`config.mk`:
```
export PLATFORM = sky130hd
export DESIGN_NAME = rf_write_arbiter_flat
export DESIGN_NICKNAME = d
export VERILOG_FILES = /design/src/rtl/rf_write_arbiter_if.sv /design/src/rtl/rf_write_arbiter.sv /design/src/flat_wrapper.sv
export SDC_FILE = /design/constraint.sdc
export NUM_CORES = 1
export LEC_CHECK = 0
export BUFFER_PORTS_ARGS = -buffer_cell sky130_fd_sc_hd__clkbuf_2
export CAP_MARGIN = 20
export CORE_AREA = 2 2 133 135
export CTS_CLUSTER_SIZE = 14
export DETAILED_ROUTE_END_ITERATION = 8
export DIE_AREA = 0 0 135 137
export PLACE_DENSITY = 0.45
export SLEW_MARGIN = 0
export SYNTH_ARGS = -nofsm -noshare
export SYNTH_HDL_FRONTEND = slang
export SYNTH_SLANG_ARGS = --single-unit
```
`constraint.sdc`:
```
create_clock -name CLK -period 6.3 [get_ports CLK]
set_clock_uncertainty 0.15 [all_clocks]
set_input_delay 0.315 -clock CLK [delete_from_list [all_inputs] [get_ports CLK]]
set_output_delay 0.315 -clock CLK [all_outputs]
set_load 0.005 [all_outputs]
```
`src/rtl/rf_write_arbiter_if.sv`:
```
// Bundle of the two requester write handshakes, the registered register-file write port
// and, when RFARB_FWD_EN is defined, the forwarding lookup ports.
interface rf_write_arbiter_if;
    logic        req0_valid;
    logic [4:0]  req0_wsel;
    logic [31:0] req0_wdat;
    logic        req0_ready;
    logic        req1_valid;
    logic [4:0]  req1_wsel;
    logic [31:0] req1_wdat;
    logic        req1_ready;
    logic        rf_WEN;
    logic [4:0]  rf_wsel;
    logic [31:0] rf_wdat;
`ifdef RFARB_FWD_EN
    logic [4:0]  lk_rsel1, lk_rsel2;
    logic        lk_hit1, lk_hit2;
    logic [31:0] lk_dat1, lk_dat2;

    modport master (
        output req0_valid, req0_wsel, req0_wdat, req1_valid, req1_wsel, req1_wdat,
        output lk_rsel1, lk_rsel2,
        input  req0_ready, req1_ready, rf_WEN, rf_wsel, rf_wdat,
        input  lk_hit1, lk_hit2, lk_dat1, lk_dat2
    );
    modport slave (
        input  req0_valid, req0_wsel, req0_wdat, req1_valid, req1_wsel, req1_wdat,
        input  lk_rsel1, lk_rsel2,
        output req0_ready, req1_ready, rf_WEN, rf_wsel, rf_wdat,
        output lk_hit1, lk_hit2, lk_dat1, lk_dat2
    );
`else
    modport master (
        output req0_valid, req0_wsel, req0_wdat, req1_valid, req1_wsel, req1_wdat,
        input  req0_ready, req1_ready, rf_WEN, rf_wsel, rf_wdat
    );
    modport slave (
        input  req0_valid, req0_wsel, req0_wdat, req1_valid, req1_wsel, req1_wdat,
        output req0_ready, req1_ready, rf_WEN, rf_wsel, rf_wdat
    );
`endif
endinterface

```
`src/rtl/rf_write_arbiter.sv`:
```
// Two-requester register-file write arbiter: one-entry slot per requester, one drain per cycle
// into a registered write port. Define RFARB_FWD_EN to add the pending-write forwarding lookup.
module rf_write_arbiter #(
    parameter int unsigned STARVE_MAX = 4
) (
    input logic              CLK,
    input logic              nRST,
    rf_write_arbiter_if.slave bus
);
    typedef struct packed {
        logic        full;
        logic [4:0]  wsel;
        logic [31:0] wdat;
    } slot_t;

    localparam logic [3:0] STARVE_LIM = 4'(STARVE_MAX);

    slot_t       slot_q [2];
    slot_t       slot_d [2];
    slot_t       req    [2];
    slot_t       drain_slot;
    logic        age_q, age_d;          // index of the more recently filled slot
    logic [3:0]  wait_q, wait_d;
    logic        rf_wen_q, rf_wen_d;
    logic [4:0]  rf_wsel_q, rf_wsel_d;
    logic [31:0] rf_wdat_q, rf_wdat_d;
    logic [1:0]  drain, ready, valid, accept;

    assign req[0] = '{full: 1'b1, wsel: bus.req0_wsel, wdat: bus.req0_wdat};
    assign req[1] = '{full: 1'b1, wsel: bus.req1_wsel, wdat: bus.req1_wdat};
    assign valid  = {bus.req1_valid, bus.req0_valid};

    // Same-register hazard wins over starvation so that writes to one register stay in order.
    always_comb begin
        // NOTE: every output of this block gets a default first, so no latch can be inferred.
        drain = 2'b00;
        if (slot_q[0].full && slot_q[1].full && slot_q[0].wsel == slot_q[1].wsel)
            drain = age_q ? 2'b01 : 2'b10;
        else if (slot_q[1].full && wait_q >= STARVE_LIM)
            drain = 2'b10;
        else if (slot_q[0].full)
            drain = 2'b01;
        else if (slot_q[1].full)
            drain = 2'b10;
    end

    assign ready  = ~{slot_q[1].full, slot_q[0].full} | drain;
    assign accept = valid & ready;

    always_comb begin
        for (int i = 0; i < 2; i++) begin
            slot_d[i] = slot_q[i];
            if (accept[i])
                slot_d[i] = req[i];
            else if (drain[i])
                slot_d[i].full = 1'b0;
        end

        case (accept)
            2'b01:   age_d = 1'b0;
            2'b10,
            2'b11:   age_d = 1'b1;
            default: age_d = age_q;
        endcase

        if (!slot_q[1].full || drain[1])
            wait_d = 4'd0;
        else if (wait_q != 4'hF)
            wait_d = wait_q + 4'd1;
        else
            wait_d = wait_q;

        // Register 0 writes are consumed but never reach the register file.
        drain_slot = drain[1] ? slot_q[1] : slot_q[0];
        rf_wen_d   = (drain != 2'b00) && (drain_slot.wsel != 5'd0);
        rf_wsel_d  = (drain != 2'b00) ? drain_slot.wsel : rf_wsel_q;
        rf_wdat_d  = (drain != 2'b00) ? drain_slot.wdat : rf_wdat_q;
    end

    always_ff @(posedge CLK or negedge nRST) begin
        if (!nRST) begin
            // NOTE: slot payloads are reset along with the full bits; a handful of flops, and
            // it keeps the lookup outputs and waveforms free of X after reset.
            for (int i = 0; i < 2; i++) slot_q[i] <= '0;
            age_q     <= 1'b0;
            wait_q    <= 4'd0;
            rf_wen_q  <= 1'b0;
            rf_wsel_q <= 5'd0;
            rf_wdat_q <= 32'd0;
        end else begin
            // NOTE: state uses non-blocking assignments so every flop samples pre-edge values.
            for (int i = 0; i < 2; i++) slot_q[i] <= slot_d[i];
            age_q     <= age_d;
            wait_q    <= wait_d;
            rf_wen_q  <= rf_wen_d;
            rf_wsel_q <= rf_wsel_d;
            rf_wdat_q <= rf_wdat_d;
        end
    end

    assign bus.req0_ready = ready[0];
    assign bus.req1_ready = ready[1];
    assign bus.rf_WEN     = rf_wen_q;
    assign bus.rf_wsel    = rf_wsel_q;
    assign bus.rf_wdat    = rf_wdat_q;

`ifdef RFARB_FWD_EN
    // The output register is not searched: it commits on the falling edge before any reader.
    function automatic logic [32:0] lookup(input logic [4:0] rsel, input slot_t s0,
                                           input slot_t s1, input logic age);
        logic hit0, hit1;
        hit0 = s0.full && s0.wsel == rsel && rsel != 5'd0;
        hit1 = s1.full && s1.wsel == rsel && rsel != 5'd0;
        if (hit0 && hit1)
            return {1'b1, age ? s1.wdat : s0.wdat};
        else if (hit1)
            return {1'b1, s1.wdat};
        else if (hit0)
            return {1'b1, s0.wdat};
        return 33'd0;
    endfunction

    assign {bus.lk_hit1, bus.lk_dat1} = lookup(bus.lk_rsel1, slot_q[0], slot_q[1], age_q);
    assign {bus.lk_hit2, bus.lk_dat2} = lookup(bus.lk_rsel2, slot_q[0], slot_q[1], age_q);
`endif
endmodule

```
`src/flat_wrapper.sv`:
```
// flat-port wrapper written by rule: the top's interface ports become plain ports
module rf_write_arbiter_flat 
#(
    parameter int unsigned STARVE_MAX = 4
)
  (CLK, nRST, bus_req0_valid, bus_req0_wsel, bus_req0_wdat, bus_req1_valid, bus_req1_wsel, bus_req1_wdat, bus_req0_ready, bus_req1_ready, bus_rf_WEN, bus_rf_wsel, bus_rf_wdat);
  rf_write_arbiter_if bus_i ();
  input logic CLK;
  input logic nRST;
  input wire logic [$bits(bus_i.req0_valid)-1:0] bus_req0_valid;
  input wire logic [$bits(bus_i.req0_wsel)-1:0] bus_req0_wsel;
  input wire logic [$bits(bus_i.req0_wdat)-1:0] bus_req0_wdat;
  input wire logic [$bits(bus_i.req1_valid)-1:0] bus_req1_valid;
  input wire logic [$bits(bus_i.req1_wsel)-1:0] bus_req1_wsel;
  input wire logic [$bits(bus_i.req1_wdat)-1:0] bus_req1_wdat;
  output wire logic [$bits(bus_i.req0_ready)-1:0] bus_req0_ready;
  output wire logic [$bits(bus_i.req1_ready)-1:0] bus_req1_ready;
  output wire logic [$bits(bus_i.rf_WEN)-1:0] bus_rf_WEN;
  output wire logic [$bits(bus_i.rf_wsel)-1:0] bus_rf_wsel;
  output wire logic [$bits(bus_i.rf_wdat)-1:0] bus_rf_wdat;
  assign bus_i.req0_valid = bus_req0_valid;
  assign bus_i.req0_wsel = bus_req0_wsel;
  assign bus_i.req0_wdat = bus_req0_wdat;
  assign bus_i.req1_valid = bus_req1_valid;
  assign bus_i.req1_wsel = bus_req1_wsel;
  assign bus_i.req1_wdat = bus_req1_wdat;
  assign bus_req0_ready = bus_i.req0_ready;
  assign bus_req1_ready = bus_i.req1_ready;
  assign bus_rf_WEN = bus_i.rf_WEN;
  assign bus_rf_wsel = bus_i.rf_wsel;
  assign bus_rf_wdat = bus_i.rf_wdat;
  rf_write_arbiter #(.STARVE_MAX(STARVE_MAX)) u_core (.CLK(CLK), .nRST(nRST), .bus(bus_i));
endmodule
```
==> impl_metrics.py <==
metrics = {
    "drt": {
        "drt_iter0_drc": 146,
        "via_per_inst": 4.57,
        "wl_mm": 12.7,
        "wire_per_inst_um": 16.4,
        "ant_nets": 0,
        "first_pass_iters": 4,
        "drc_errors": 0,
        "vias": 3546,
    },
    "critical_path": {
        "crit_type": "flop to flop",
        "crit_required_ns": 6.45,
        "timing.reg2reg.setup_slack_ns": 3.35,
        "cp-end-kind": "flop",
        "reg2reg_to": "u_core.slot_q[57]$_DFFE_PN0P_",
        "start_kind": "flop",
        "rr_startpoint": "u_core.slot_q[37]$_DFFE_PN0P_",
        "worst-r2r-cell-count": 6,
        "arrival_ns": 3.10,
        "cp_max_fo": 22,
    },
    "synthesis": {
        "synth_mux_area_share_pct": 18.8,
        "syn_inst": 344,
        "yosysWarnings": 0,
        "synth.distinct_cells": 38,
        "yosys.area_share.simple_pct": 8.31,
        "syn-cell-area_sq_um": 5030,
        "synth.net_count": 423,
        "synthAdderAreaFrac_pct": 0.249,
        "synthXorXnorAreaFrac_pct": 1.05,
        "synth_top_family_by_area": "multiplexers",
        "yosysSeqAreaShare_pct": 59.2,
        "ys_ff_latch": 119,
        "synth_compound_area_share_pct": 9.51,
        "syn_area_per_cell_sq_um": 14.6,
    },
    "timing": {
        "final-hold-violation-count": 0,
        "setup_viol": 0,
        "fmax_ghz": 0.339,
        "worst_pin_slew_ns": 1.09,
        "rsz0062_at_grt": "no",
        "drv_slew": 0,
        "final.period_utilization_pct": 46.8,
        "relSlewSlack_pct": 27.5,
        "fin_crit_ns": 2.95,
        "finalSetupTns_ns": 0,
    },
    "place": {
        "post-dp-hpwl_mm": 7.75,
        "dpl_cell_area_sq_um": 5800,
        "gp_congestion": 0.772,
        "port_buffers": 117,
    },
    "run_status": {
        "status": "complete, no violations",
    },
    "cts": {
        "ctsHtreeMaxLevel": 4,
        "cts_sinks": 119,
        "cts_made_buffers": 17,
        "cts_tree": "done",
        "clk_latency_ns": 0.42,
        "clkTransAtPathRegs_ns": 0.05,
        "clockRootBuffer": "clkbuf_16",
        "clockBufferDepth": 2,
        "cts_setup_buffers": 0,
    },
    "floorplan": {
        "core-area_sq_um": 17100,
        "die_h_um": 137,
        "start_util_pct": 29.5,
        "dieArea_sq_um": 18500,
        "num_rows": 48,
        "pin_count": 118,
        "die_w_um": 135,
    },
    "global_routing": {
        "grt_pass1_wl_mm": 20.7,
        "grt_pass1_vias": 3832,
        "grt_max_degree": 61,
        "track_usage_pct": 14.8,
        "antenna_found_initial": 0,
        "overflow": 0,
    },
    "layout": {
        "final_net_count": 619,
        "n_antenna_cell": 0,
        "syn_to_final_growth_pct": 41.9,
        "final_area_sq_um": 7130,
        "nFillCells": 1622,
        "final_common_cell": "dfrtp_1",
        "drive_above_1_share_pct": 42.5,
        "multi_input_area_sq_um": 1920,
        "mostFrequentLayoutCells": "119 x dfrtp_1, 116 x clkbuf_2, 76 x dlygate4sd3_1",
        "register_area_sq_um": 2980,
    },
    "worst_hold_path": {
        "min_to": "u_core.slot_q[22]$_DFFE_PN0P_",
        "hold_start": "bus_req1_wdat[22]",
        "min_path_cells": 2,
        "hold_class": "input pin to flop",
    },
    "job": {
        "cap_viol_max_count": 0,
    },
    "pwr": {
        "leakage_nw": 3.27,
        "power.density_nw_per_um2": 324,
        "ir_drop_mv": 0.199,
    },
}
[Yosys cell counts, drive strengths merged]
library cell / count / area share, %
o311ai: 1 / 0.52
a221oi: 1 / 0.17
or4: 3 / 0.52
o211a: 1 / 0.20
a31oi: 3 / 0.37
buf: 15 / 2.4
xnor2: 3 / 0.52
nand3: 5 / 0.60
dfrtp: 119 / 59
o31a: 2 / 0.35
nand2: 8 / 0.80
nor3: 7 / 0.90
ha: 1 / 0.25
and2: 34 / 4.2
clkbuf: 5 / 0.37
o211ai: 1 / 0.42
nand2b: 2 / 0.25
mux2i: 4 / 0.80
mux2: 74 / 18
o21ai: 6 / 0.60
a221o: 32 / 6.4
nor2: 8 / 0.75
a21oi: 2 / 0.20
inv: 1 / 0.075
nor3b: 1 / 0.15
xor2: 3 / 0.52
nor4: 1 / 0.12
o2111ai: 1 / 0.30
[how the worst max path moves through the flow]
stage	end	start	depth (start not counted)
6_report	u_core.slot_q[57]$_DFFE_PN0P_	u_core.slot_q[37]$_DFFE_PN0P_	6
4_1_cts	bus_req1_ready	u_core.slot_q[37]$_DFFE_PN0P_	5
2_1_floorplan	u_core.slot_q[0]$_DFFE_PN0P_	u_core.slot_q[36]$_DFFE_PN0P_	8
3_3_place_gp	u_core.slot_q[73]$_DFFE_PN0P_	u_core.slot_q[37]$_DFFE_PN0P_	6
5_1_grt	u_core.slot_q[71]$_DFFE_PN0P_	u_core.slot_q[37]$_DFFE_PN0P_	6
3_5_place_dp	u_core.slot_q[67]$_DFFE_PN0P_	u_core.slot_q[37]$_DFFE_PN0P_	6
[critical path, cell delays in order (launching register included)]
cell and delay (ns):
dfrtp_1 0.56, nand2_2 0.18, nor4_1 0.36, nand3_1 0.35, o311ai_4 0.39, buf_4 0.46, mux2_2 0.38
[where the power goes]
| part | switching [mW] | total [mW] | internal [mW] |
|---|---|---|---|
| sequential | 0.0797 | 0.973 | 0.894 |
| combinational | 0.169 | 0.395 | 0.226 |
| clock | 0.336 | 0.941 | 0.605 |
[cell families after synthesis]
kind of cell	Yosys count
flops	119
mux	78
simple gates	69
compound gates	50
buf+inv	21
xor+xnor	6
fa+ha+maj	1
[per-layer routing]
layer	global-route usage [%]	share of wire, %	up-vias
li1	-	-	1654
met1	19.9	47	1790
met2	23.2	47	89
met3	3.48	3.9	13
met4	6.08	1.5	0
met5	0	0	-
[flip-flops by register name, indices dropped and copies added, names as in the netlist]
register / count
u_core.age_q: 1
u_core.bus.rf_WEN: 1
u_core.bus.rf_wdat: 32
u_core.bus.rf_wsel: 5
u_core.slot_q: 76
u_core.wait_q: 4
[layout make-up]
class	count	area share [%]
inverters	1	0.0526
clock buffers	21	6.60
well taps	225	3.95
multi-input cells	204	26.9
repair buffers	197	19.3
flip-flops and latches	119	41.7
clock inverters	9	1.42
[through the flow]
stage	setup WS, ns	hold WS, ns	utilization (%)	power, mW	instances
floorplan	3.94	-0.131	-	1.19	344
global placement	3.46	0.305	34.0	1.34	670
detailed placement	3.37	0.302	34.0	1.35	670
CTS	3.33	0.00704	41.8	2.35	776
global route	3.09	0.0111	41.8	2.43	776
finish	3.35	0.0132	41.8	2.31	776
[timing repair]
item	CTS	global route
resized for setup	0	0
hold endpoints to repair	134	0
hold buffers	76	0
Power figures use the tool's default switching activity.
